--- src/rtl/lock_pkg.sv ---
// rtl/lock_pkg.sv - shared types and constants for the combination lock
// Purpose: state encoding, complete-bus levels, code length and a helper
//          that picks one digit of the compiled-in code.
package lock_pkg;

  typedef enum logic [1:0] {
    ST_IDLE     = 2'd0,
    ST_ENTRY    = 2'd1,
    ST_UNLOCKED = 2'd2,
    ST_LOCKOUT  = 2'd3
  } lock_state_e;

  localparam logic [7:0] COMPLETE_ON  = 8'hFF;
  localparam logic [7:0] COMPLETE_OFF = 8'h00;
  localparam int         CODE_LEN     = 4;

  // Digit 0 is the most significant nibble; shift by 4*(3-idx), and 3-idx == ~idx.
  function automatic logic [3:0] code_digit(input logic [15:0] code, input logic [1:0] idx);
    logic [15:0] shifted;
    shifted = code >> {~idx, 2'b00};
    return shifted[3:0];
  endfunction

endpackage

--- src/rtl/btn_sync_edge.sv ---
// rtl/btn_sync_edge.sv - two-flop synchroniser with rising-edge pulse
// Purpose: bring an asynchronous, pre-debounced button into the clock domain
//          and emit a single-cycle pulse per press.
// Ports:
//   clk_i   - clock
//   rst_i   - synchronous active-high reset
//   btn_i   - raw asynchronous button level
//   pulse_o - one-cycle pulse on each synchronised rising edge
module btn_sync_edge (
  input  logic clk_i,
  input  logic rst_i,
  input  logic btn_i,
  output logic pulse_o
);

  logic sync1_q;
  logic sync2_q;
  logic prev_q;

  // All flops reset to 1 so a button held through reset looks like "already
  // pressed" and produces no pulse once reset is released.
  always_ff @(posedge clk_i) begin
    if (rst_i) begin
      sync1_q <= 1'b1;
      sync2_q <= 1'b1;
      prev_q  <= 1'b1;
    end else begin
      sync1_q <= btn_i;
      sync2_q <= sync1_q;
      prev_q  <= sync2_q;
    end
  end

  assign pulse_o = sync2_q & ~prev_q;

endmodule

--- src/rtl/combo_lock_fsm.sv ---
// rtl/combo_lock_fsm.sv - four-digit combination lock with timed lockout
// Purpose: synchronise switch/button inputs, check the entered sequence
//          against CODE, drive the complete bus and lock out after repeated
//          failures.
// Ports:
//   lock_clk   - 1 MHz clock
//   lock_rst   - synchronous active-high reset
//   digit      - raw digit switches (async)
//   enter      - raw enter button (async, active-high)
//   clear      - raw clear button (async, active-high)
//   complete   - 8'hFF while unlocked, else 8'h00
//   progress   - digits accepted in the current attempt (4 when unlocked)
//   fail_cnt   - consecutive failed attempts
//   locked_out - high during lockout
module combo_lock_fsm
  import lock_pkg::*;
#(
  parameter logic [15:0] CODE           = 16'h1234,
  parameter int          MAX_FAIL       = 3,
  parameter int          LOCKOUT_CYCLES = 5_000_000,
  parameter int          UNLOCK_CYCLES  = 10_000_000
) (
  input  logic       lock_clk,
  input  logic       lock_rst,
  input  logic [3:0] digit,
  input  logic       enter,
  input  logic       clear,
  output logic [7:0] complete,
  output logic [2:0] progress,
  output logic [1:0] fail_cnt,
  output logic       locked_out
);

  localparam int TIMER_MAX = (LOCKOUT_CYCLES > UNLOCK_CYCLES) ? LOCKOUT_CYCLES : UNLOCK_CYCLES;
  localparam int TW        = $clog2(TIMER_MAX + 1);

  // Timer is loaded with N-1 and the state exits on the edge where it reads 0,
  // giving exactly N cycles in the timed state.
  localparam logic [TW-1:0] LOCKOUT_LOAD = TW'(LOCKOUT_CYCLES - 1);
  localparam logic [TW-1:0] UNLOCK_LOAD  = TW'((UNLOCK_CYCLES == 0) ? 0 : UNLOCK_CYCLES - 1);
  localparam logic [1:0]    MAX_FAIL_L   = 2'(MAX_FAIL);
  localparam logic [2:0]    LAST_IDX     = 3'(CODE_LEN - 1);

  logic enter_p;
  logic clear_p;

  btn_sync_edge u_enter_sync (
    .clk_i   (lock_clk),
    .rst_i   (lock_rst),
    .btn_i   (enter),
    .pulse_o (enter_p)
  );

  btn_sync_edge u_clear_sync (
    .clk_i   (lock_clk),
    .rst_i   (lock_rst),
    .btn_i   (clear),
    .pulse_o (clear_p)
  );

  logic [3:0] dig1_q;
  logic [3:0] dig2_q;

  always_ff @(posedge lock_clk) begin
    if (lock_rst) begin
      dig1_q <= 4'd0;
      dig2_q <= 4'd0;
    end else begin
      dig1_q <= digit;
      dig2_q <= dig1_q;
    end
  end

  lock_state_e   state_q, state_d;
  logic [2:0]    idx_q, idx_d;
  logic          mis_q, mis_d;
  logic [1:0]    fail_q, fail_d;
  logic [TW-1:0] timer_q, timer_d;
  logic [7:0]    complete_q;
  logic [2:0]    progress_q;
  logic          locked_q;

  logic          miss;
  logic [1:0]    fail_inc;

  always_comb begin
    state_d  = state_q;
    idx_d    = idx_q;
    mis_d    = mis_q;
    fail_d   = fail_q;
    timer_d  = timer_q;
    miss     = mis_q | (dig2_q != code_digit(CODE, idx_q[1:0]));
    fail_inc = fail_q + 2'd1;

    case (state_q)
      ST_IDLE: begin
        if (clear_p) begin
          idx_d = 3'd0;
          mis_d = 1'b0;
        end else if (enter_p) begin
          mis_d   = miss;
          idx_d   = 3'd1;
          state_d = ST_ENTRY;
        end
      end
      ST_ENTRY: begin
        if (clear_p) begin
          idx_d   = 3'd0;
          mis_d   = 1'b0;
          state_d = ST_IDLE;
        end else if (enter_p) begin
          if (idx_q == LAST_IDX) begin
            idx_d = 3'd0;
            mis_d = 1'b0;
            if (!miss) begin
              fail_d  = 2'd0;
              timer_d = UNLOCK_LOAD;
              state_d = ST_UNLOCKED;
            end else begin
              fail_d = fail_inc;
              if (fail_inc == MAX_FAIL_L) begin
                timer_d = LOCKOUT_LOAD;
                state_d = ST_LOCKOUT;
              end else begin
                state_d = ST_IDLE;
              end
            end
          end else begin
            idx_d = idx_q + 3'd1;
            mis_d = miss;
          end
        end
      end
      ST_UNLOCKED: begin
        if (clear_p) begin
          state_d = ST_IDLE;
        end else if (UNLOCK_CYCLES != 0) begin
          if (timer_q == '0) state_d = ST_IDLE;
          else               timer_d = timer_q - 1'b1;
        end
      end
      ST_LOCKOUT: begin
        if (timer_q == '0) begin
          fail_d  = 2'd0;
          state_d = ST_IDLE;
        end else begin
          timer_d = timer_q - 1'b1;
        end
      end
      default: state_d = ST_IDLE;
    endcase
  end

  always_ff @(posedge lock_clk) begin
    if (lock_rst) begin
      state_q    <= ST_IDLE;
      idx_q      <= 3'd0;
      mis_q      <= 1'b0;
      fail_q     <= 2'd0;
      timer_q    <= '0;
      complete_q <= COMPLETE_OFF;
      progress_q <= 3'd0;
      locked_q   <= 1'b0;
    end else begin
      state_q    <= state_d;
      idx_q      <= idx_d;
      mis_q      <= mis_d;
      fail_q     <= fail_d;
      timer_q    <= timer_d;
      // Outputs are decoded from the next state so they move on the same edge.
      complete_q <= (state_d == ST_UNLOCKED) ? COMPLETE_ON : COMPLETE_OFF;
      progress_q <= (state_d == ST_UNLOCKED) ? 3'(CODE_LEN) :
                    (state_d == ST_LOCKOUT)  ? 3'd0 : idx_d;
      locked_q   <= (state_d == ST_LOCKOUT);
    end
  end

  assign complete   = complete_q;
  assign progress   = progress_q;
  assign fail_cnt   = fail_q;
  assign locked_out = locked_q;

endmodule

--- config.mk ---
export PLATFORM = sky130hd
export DESIGN_NAME = combo_lock_fsm
export DESIGN_NICKNAME = d
export VERILOG_FILES = /design/src/rtl/lock_pkg.sv /design/src/rtl/btn_sync_edge.sv /design/src/rtl/combo_lock_fsm.sv
export SDC_FILE = /design/constraint.sdc
export NUM_CORES = 1
export LEC_CHECK = 0
export ABC_AREA = 0
export CAP_MARGIN = 10
export CORE_MARGIN = 4
export CORE_UTILIZATION = 40
export DETAILED_ROUTE_END_ITERATION = 8
export GPL_ROUTABILITY_DRIVEN = 0
export SYNTH_ARGS = -nofsm -noshare
export SYNTH_HDL_FRONTEND = slang
export SYNTH_SLANG_ARGS = --single-unit
--- constraint.sdc ---
create_clock -name lock_clk -period 6.9 [get_ports lock_clk]
set_input_delay 1.38 -clock lock_clk [delete_from_list [all_inputs] [get_ports lock_clk]]
set_output_delay 1.38 -clock lock_clk [all_outputs]
set_load 0.01 [all_outputs]
* Word-level counts from Yosys, hierarchy flattened *
Cells that the tools add are included.

storage, ports and cells
  register bits = 58
  bits of input ports = 8
  output and inout port bits = 14
  word-level logic and storage cells = 91

cells by class
  add/subtract/negate cells = 3
  eq/ne operators = 16
  shift-type cells = 1
  mux-type cells = 39
  bitwise logic cells = 6
  reduce and logical (&&, ||, !) cells = 9

operator list
  kind                   number
  $mux 24                7
  $pmux 24 s3            1
  $mux 2                 14
  $logic_not 24->1       1
  $sub 24x1->24 const B  1
  $mux 3                 7
  $shr 13x4->4 const A   1
  $eq 2x2->1 const B     5
  $ne 2x2->1 const B     5
  $ne 3x3->1 const B     3
  $mux 8                 1
  $pmux 2 s4             1
  $pmux 3 s2             1
  $reduce_and 6->1       1
  $mux 1                 5
  $reduce_and 5->1       1
  $ne 4x4->1             1
  $pmux 2 s2             1
  $reduce_bool 2->1      2
  $add 3x1->3 const B    1
  $eq 3x2->1 const B     1
  $reduce_and 3->1       1
  $reduce_bool 3->1      1
  $reduce_or 3->1        1
  8 further kinds        10

* Logic depth before layout (Yosys ltp) *
Gate-level depths: netlist of the first run.

  depth after elaboration = 12
  gate-level depth with buffers = 9
  depth with buffers taken out = 7

* Cells and area by module *
A second synthesis of the first run with hierarchy kept.

unflattened totals
  cells, all modules = 286
  area total of the unflattened synthesis = 2426.1 µm²

modules (own cells, without submodules)
  module          instances  cells each  area each (µm²)  sequential area each (µm²)
  combo_lock_fsm  1          272         2255.9           900.9
  btn_sync_edge   2          7           85.1             60.1

* Worst setup path before layout of the first run *
Ideal clock, no wire load.

  path kind = in2reg
  start point = input port lock_rst
  end point = register timer_q[14]
  library setup time = 92 ps
  arrival time = 2252 ps
  required time = 6808 ps
  path slack = 4556 ps
  stages = 5
  buffers on the path = 1
  path through = inv_1 > nand2_1 > or3_1 > clkbuf_1 > o32ai_1

RTL lines
  what                  RTL line               source
  start, declared       combo_lock_fsm.sv:24   input logic lock_rst,
  end signal, assigned  combo_lock_fsm.sv:169  timer_q <= timer_d;
  end, declared         combo_lock_fsm.sv:78   logic [TW-1:0] timer_q, timer_d;

* Worst setup path in the final report of the first run *
  start point = register state_q[1]
  end point = register timer_q[16]

between the ends
  longest elaborated chain between the ends = 3
  elaborated cells on any way between the ends = 11
  classes of those cells = 8 x eq/ne; 1 x mux; 2 x reduce/logical

RTL lines
  what                                                       RTL line               source
  start, declared                                            combo_lock_fsm.sv:74   lock_state_e state_q, state_d;
  start signal, assigned                                     combo_lock_fsm.sv:165  state_q <= state_d;
  $eq 2x1->1 / $eq 2x2->1 (equally long branches)            combo_lock_fsm.sv:95   case (state_q)
  $ne 3x3->1 (no source line), or another cell as far along  n/a
  $reduce_and 6->1 (no source line)                          n/a

Several ways; a longest one is shown, not always the timed one.
A chain may end at the register's enable or synchronous reset.

==> results of run 1 <==
cell type report:
cell class | count | area [µm²] | area share (%)
clock buffer | 6 | 72.6 | 2.42
clock inverter | 2 | 60.1 | 2.00
inverter | 13 | 48.8 | 1.63
multi-input combinational | 221 | 1490 | 49.5
sequential | 51 | 1020 | 34.0
tap | 77 | 96.3 | 3.21
timing repair buffer | 22 | 218 | 7.25
flip-flops by register name, summed over array words and instances, names as in the netlist:
register,count
timer_q,24
dig1_q,4
dig2_q,4
idx_q,3
progress,3
fail_cnt,2
state_q,2
complete,1
locked_out,1
mis_q,1
u_clear_sync.prev_q,1
u_clear_sync.sync1_q,1
u_clear_sync.sync2_q,1
u_enter_sync.prev_q,1
u_enter_sync.sync1_q,1
u_enter_sync.sync2_q,1
routing by layer:
metal	wire, µm	up-vias
met5	0	-
met4	30	0
met3	369	5
met2	3010	83
met1	3280	1150
li1	-	1177
cell usage in the layout, fill, tap and decap left out, drive strengths merged, types with 5 or more instances in the layout:
master / instances
a21oi: 19
a31oi: 7
clkbuf: 6
clkdlybuf4s50: 21
dfxtp: 51
inv: 12
nand2: 17
nand3: 8
nand4: 5
nor2: 17
nor2b: 11
nor3: 21
nor4: 8
o21ai: 7
o31ai: 10
o32ai: 7
or2: 7
or4: 11
report_power, final:
part	internal, W	leakage (nW)	switching (W)	total [W]
combinational	0.0000587	0.568	0.0000991	0.000158
sequential	0.000308	0.415	0.0000173	0.000326
clock	0.000145	0.0654	0.0000984	0.000243
how the worst min path moves through the flow:
stage,end,slack (ns),depth (start not counted)
final,u_enter_sync.sync2_q,0.41,1
after global routing,u_enter_sync.sync2_q,0.43,1
after CTS,u_clear_sync.sync2_q,0.42,1
after detailed placement,u_clear_sync.sync2_q,0.39,1
after global placement,u_clear_sync.sync2_q,0.39,1
after floorplan,u_clear_sync.sync2_q,0.39,1
cell families after synthesis:
kind of cell	count (synthesis)	share of synthesized area [%]
xor+xnor	7	2.26
flops	51	37.6
compound gates	82	22.1
simple gates	128	28.5
mux	1	0.368
fa+ha+maj	3	1.38
buf+inv	40	7.78
metrics by stage:
step / util [%] / total power (W)
after CTS: 46.5 / 0.000729
after global routing: 46.5 / 0.000762
after detailed placement: 44.4 / 0.000486
final: 46.5 / 0.000727
after global placement: 44.4 / 0.000486
after floorplan: - / 0.000451
==> out/metrics.yaml, run 1 <==
die_w_um: 90.4
antenna_found_initial: 0
dpl_worst_slack_ns: 3.63
stdcell_count: 392
final_area_um2: 3000
core_area_um2: 6460
layout_min_cycle_time_ns: 3.32
syn_nets: 323
setup_slack_ns: 3.58
area_delta_synth_final_pct: 10.5
nets: 325
synth_commonest_cells: "51 x dfxtp_1, 20 x nor3_1, 19 x a21oi_1, 16 x nand2_1, 16 x nor2_1"
synth_seq_cells: 51
clk_pin_slew_ns: 0.09
holdCritPathClass: "reg -> reg"
start_util_pct: 42.1
grt.overflow.total: 0
synth.area.top_cells: "dfxtp_1 38%, nor3_1 3.7%, a21oi_1 3.5%, or4_1 3.0%, o31ai_1 2.8%"
cts.sinks: 51
drive_gt1_share_pct: 9.84
route.detailed.drc: 0
crit_end: "timer_q[16]"
vias_per_cell: 6.16
report.final.slew_viol_count: 0
tightest_slew_ns: 1.07
r2r_start: "state_q[1]"
yosysSeqAreaShare_pct: 37.6
crit_cells: 5
grt_max_degree: 39
syn-cell-area_um2: 2720
ir_drop_v: 0.000122
critPathBufInv: 1
fp.dieArea_um2: 8180
yosysTopAreaCell: "dfxtp_1"
cts_max_level: 2
dp.final_hpwl_mm: 4.68
skew_ns: 0.00512
hold_start: "u_enter_sync.sync1_q"
place_area_um2: 2870
p_leak_nw: 1.05
clockRootBuffer: "clkbuf_8"
yosys.area.top_type_share_pct: 37.6
synth.avg_cell_area_um2: 8.71
cp.required_ns: 7.10
slew_headroom_pct: 28.8
num_io_pins: 22
ys.flop_type: "dfxtp_1"
final.period_utilization_pct: 48.0
slowest_delay_ns: 0.85
syn_inst: 312
cp_max_fo: 21
io_buffers: 21
drt_wl_total_mm: 6.69
grt_setup_unrepaired: "no"
setup_viol: 0
ctsLongestPathBuffers: 2
cp-end-kind: "flop"
status: "complete, no violations"
critPathLaunch: "state_q[1]"
drt_pass1_iterations: 5
worst_skew_pair.late_latency_ns: 0.30
wl_per_cell_um: 17.1
reg2reg_to: "timer_q[16]"
numCtsBuffers: 5
async_flop_share_pct: 0
grt_pass1_vias: 2197
fmax_ghz: 0.302
power_density_nw_per_um2: 242
hold_viol: 0
via_count: 2415
drt_iter0_drc: 258
track_usage_pct: 16.7
fillCellCount: 613
yosysMostFrequentCell: "dfxtp_1"
rr_worst_depth: 5
crit_family: "simple AND/OR/NAND/NOR gates"
r2r_slack_ns: 3.58
synth_edf_count: 0
grtUsageMet1_pct: 24.1
cts_resized: 0
busiest_layer: "met2"
grtUsageMet3_pct: 3.42
tns_ns: 0
drv_cap: 0
slowest_stage: "dfxtp_1"
worstPathCellList: "clkinv_1 > o21ai_2 > nand3_1 > or4_1 > mux2i_1"
dp.cells: 384
diodes: 0
final_antenna_net_count: 0
crit_type: "reg -> reg"
cts_tree: "built"
grt_pass1_wl_mm: 11.2
yosysWarningCount: 0
holdWs_ns: 0.413
cts_setup_buffers: 0
rows: 29
startpoint_type: "flop"
cp.arrival_ns: 3.52
synth_cell_types: 67
grt_use_met2_pct: 25.2
hold_buffers: 0
die_h_um: 90.4
(Power assumes the default switching activity.)
==> run 2: changes to the inputs <==
clock period = 2.8 ns   (was 6.9 ns; I/O delays follow)
==> out/metrics.yaml, run 2 (synthesis gave the netlist of run 1 again) <==
r2r_slack_ns: 0.28
startpoint_type: "flop"
track_usage_pct: 17.1
slowest_delay_ns: 0.47
power_density_nw_per_um2: 555
largestRegisters: "timer_q: 24 flops, dig1_q: 4 flops, dig2_q: 4 flops"
most-common-layout-cells: "51 x dfxtp_1, 21 x clkdlybuf4s50_1, 20 x nor3_1, 19 x a21oi_1"
final_antenna_net_count: 0
hold_buffers: 0
worst_skew_pair.late_latency_ns: 0.31
holdWs_ns: 0.418
ctsLongestPathBuffers: 2
drt_iter0_drc: 264
ir_drop_v: 0.000315
cts.sinks: 51
multi_input_area_um2: 1490
diodes: 0
dp.final_hpwl_mm: 4.97
wl_per_cell_um: 17.2
setup_viol: 0
route.detailed.drc: 0
final.period_utilization_pct: 90.0
start_util_pct: 42.1
grt_max_degree: 38
io_buffers: 21
fillCellCount: 636
grt_pass1_wl_mm: 11.6
cts_resized: 0
tightest_slew_ns: 0.549
slew_headroom_pct: 63.3
grt_pass1_vias: 2298
cts_setup_buffers: 0
drv_cap: 0
crit_family: "simple AND/OR/NAND/NOR gates"
die_h_um: 90.4
vias_per_cell: 6.07
fmax_ghz: 0.397
cp-end-kind: "flop"
core_area_um2: 6460
antenna_found_initial: 0
cp_max_fo: 8
crit_type: "reg -> reg"
nets: 337
rows: 29
clk_pin_slew_ns: 0.11
drt_pass1_iterations: 4
fp.dieArea_um2: 8180
worstPathCellList: "ha_1 > xor2_1 > o41ai_2 > nand3_1 > buf_4 > or4_1 > a21oi_1"
hold_viol: 0
final-seq-area_um2: 1020
largest_reg_flops: 24
grt.overflow.total: 0
skew_ns: 0.00602
status: "complete, no violations"
num_io_pins: 22
cp.arrival_ns: 2.76
area_delta_synth_final_pct: 12.7
layout_min_cycle_time_ns: 2.52
critPathBufInv: 1
cp.required_ns: 3.04
place_area_um2: 2960
cts_max_level: 2
slowest_stage: "o41ai_2"
drt_wl_total_mm: 6.94
final_common_cell: "dfxtp_1"
top_register: "timer_q"
numCtsBuffers: 5
tns_ns: 0
die_w_um: 90.4
clockRootBuffer: "clkbuf_8"
final_area_um2: 3060
drive_gt1_share_pct: 13.5
p_leak_nw: 1.09
cts_tree: "built"
via_count: 2451
grt_setup_unrepaired: "no"
holdCritPathClass: "reg -> reg"
report.final.slew_viol_count: 0
run 2: through the flow:
stage | worst slack [ns] | utilization (%) | total power (W) | std cells
2_1_floorplan | 0.626 | - | 0.00111 | 312
3_3_place_gp | 0.387 | 45.8 | 0.00123 | 396
3_5_place_dp | 0.301 | 45.8 | 0.00123 | 396
4_1_cts | 0.269 | 47.4 | 0.00171 | 404
5_1_grt | 0.0106 | 47.4 | 0.00180 | 404
6_report | 0.281 | 47.4 | 0.00170 | 404
run 2: path summary, 6_finish.rpt:
kind | startpoint | endpoint | depth (start not counted)
worst max-delay path | idx_q[0] | timer_q[21] | 7
worst max register to register | idx_q[0] | timer_q[21] | 7
worst min-delay path | u_clear_sync.sync1_q | u_clear_sync.sync2_q | 1
worst min register to register | u_clear_sync.sync1_q | u_clear_sync.sync2_q | 1
run 2: power breakdown:
group	internal (W)	switching (W)	total (W)	leakage [nW]
sequential	0.000760	0.0000401	0.000800	0.415
combinational	0.000166	0.000261	0.000427	0.627
clock	0.000190	0.000282	0.000473	0.0519
run 2: layer usage:
metal / up-vias / share of wire (%) / GRT usage [%]
met5: - / 0 / 0
met4: 0 / 1.3 / 5.36
met3: 8 / 6.0 / 3.50
met2: 77 / 44 / 26.4
met1: 1162 / 48 / 23.8
li1: 1204 / - / -
run 2: area by class of cell:
cell class	count	share of cell area, %
Clock buffer	5	2.25
Clock inverter	3	1.10
Inverter	13	1.59
Multi-Input combinational cell	221	48.5
Sequential cell	51	33.3
Tap cell	77	3.15
Timing Repair Buffer	34	10.1
==> run 3: changes to the inputs <==
RECOVER_POWER = 50   (was unset)
REMOVE_ABC_BUFFERS = 1   (was unset)
==> out/metrics.yaml, run 3 (synthesis gave the netlist of run 1 again) <==
r2r_start: "idx_q[0]"
grt_pass1_vias: 2342
drt_wl_total_mm: 7.11
drv_cap: 0
cp.required_ns: 2.98
tns_ns: 0
setup_slack_ns: 0.241
route.detailed.drc: 0
most-common-layout-cells: "51 x dfxtp_1, 20 x nor3_1, 19 x a21oi_1, 16 x nand2_1, 16 x nor2_1"
dpl_worst_slack_ns: 0.340
p_leak_nw: 1.14
largestRegisters: "timer_q: 24 flops, dig1_q: 4 flops, dig2_q: 4 flops"
cts.sinks: 51
worst_skew_pair.late_latency_ns: 0.30
cts_resized: 0
fp.dieArea_um2: 8180
rows: 29
cts_tree: "built"
grt_max_degree: 27
final.period_utilization_pct: 91.4
die_w_um: 90.4
hold_viol: 0
die_h_um: 90.4
grt.overflow.total: 0
antenna_found_initial: 0
vias_per_cell: 6.19
holdCritPathClass: "reg -> reg"
post-route-util_pct: 47.4
rr_worst_depth: 6
hold_buffers: 0
startpoint_type: "flop"
layout_min_cycle_time_ns: 2.56
r2r_slack_ns: 0.24
area_delta_synth_final_pct: 12.8
cts_max_level: 2
drt_pass1_iterations: 5
clockRootBuffer: "clkbuf_8"
diodes: 0
io_buffers: 21
dp.final_hpwl_mm: 5.07
wl_per_cell_um: 17.5
report.final.slew_viol_count: 0
clk_pin_slew_ns: 0.10
cts_setup_buffers: 0
status: "complete, no violations"
track_usage_pct: 17.6
reg2reg_to: "timer_q[3]"
fmax_ghz: 0.391
top_register: "timer_q"
ir_drop_v: 0.000239
tightest_slew_ns: 1.09
holdPathEnd: "u_enter_sync.sync2_q"
fillCellCount: 645
power_w: 0.00168
final_common_cell: "dfxtp_1"
whs_path_depth: 1
grt_setup_unrepaired: "no"
grt_pass1_wl_mm: 12.0
skew_ns: 0.00371
hold_start: "u_enter_sync.sync1_q"
nets: 340
power_density_nw_per_um2: 547
largest_reg_flops: 24
num_io_pins: 22
via_count: 2520
slew_headroom_pct: 27.1
cp_max_fo: 8
cp-end-kind: "flop"
dp.cells: 399
crit_type: "reg -> reg"
final_antenna_net_count: 0
drt_iter0_drc: 214
stdcell_count: 407
numCtsBuffers: 5
start_util_pct: 42.1
core_area_um2: 6460
ctsLongestPathBuffers: 2
setup_viol: 0
drive_gt1_share_pct: 13.3
cp.arrival_ns: 2.74
==> run 3: how the worst max path moves through the flow <==
stage | slack, ns | end | from | cells past startpoint
global route | 0.02 | timer_q[3] | idx_q[0] | 6
CTS | 0.29 | timer_q[3] | idx_q[0] | 6
global placement | 0.42 | timer_q[18] | timer_q[0] | 8
detailed placement | 0.34 | timer_q[3] | idx_q[0] | 6
finish | 0.24 | timer_q[3] | idx_q[0] | 6
floorplan | 0.44 | timer_q[6] | timer_q[0] | 7
==> run 3: critical path: stages, from the launching register on <==
cell	delay [ns]
dfxtp_1	0.43
ha_1	0.31
xor2_1	0.14
o41ai_2	0.50
and3_1	0.33
nand2_1	0.27
a2111oi_1	0.44
==> run 3: power breakdown <==
group / internal (W) / total, W / leakage, nW / switching, W
logic: 0.000166 / 0.000432 / 0.684 / 0.000267
registers: 0.000760 / 0.000798 / 0.415 / 0.0000383
clock network: 0.000180 / 0.000445 / 0.0454 / 0.000265
==> run 3: routing by layer <==
metal / global-route usage [%] / vias up / wire length [µm]
li1: - / 1202 / -
met1: 23.8 / 1208 / 3250
met2: 29.1 / 97 / 3270
met3: 3.33 / 13 / 460
met4: 4.21 / 0 / 122
met5: 0 / - / 0
==> run 3: area by class of cell <==
type,count,area (µm²),share of cell area [%]
timing repair buffer,37,323,10.5
inverter,13,48.8,1.59
sequential,51,1020,33.3
clock buffer,6,72.6,2.37
tap,77,96.3,3.14
multi-input combinational,221,1490,48.5
clock inverter,2,17.5,0.572
==> run 3: through the flow <==
stage	hold WS [ns]	cell area [µm²]
CTS	0.428	3070
floorplan	0.389	2550
global route	0.430	3060
global placement	0.392	2980
finish	0.423	3060
detailed placement	0.403	2980
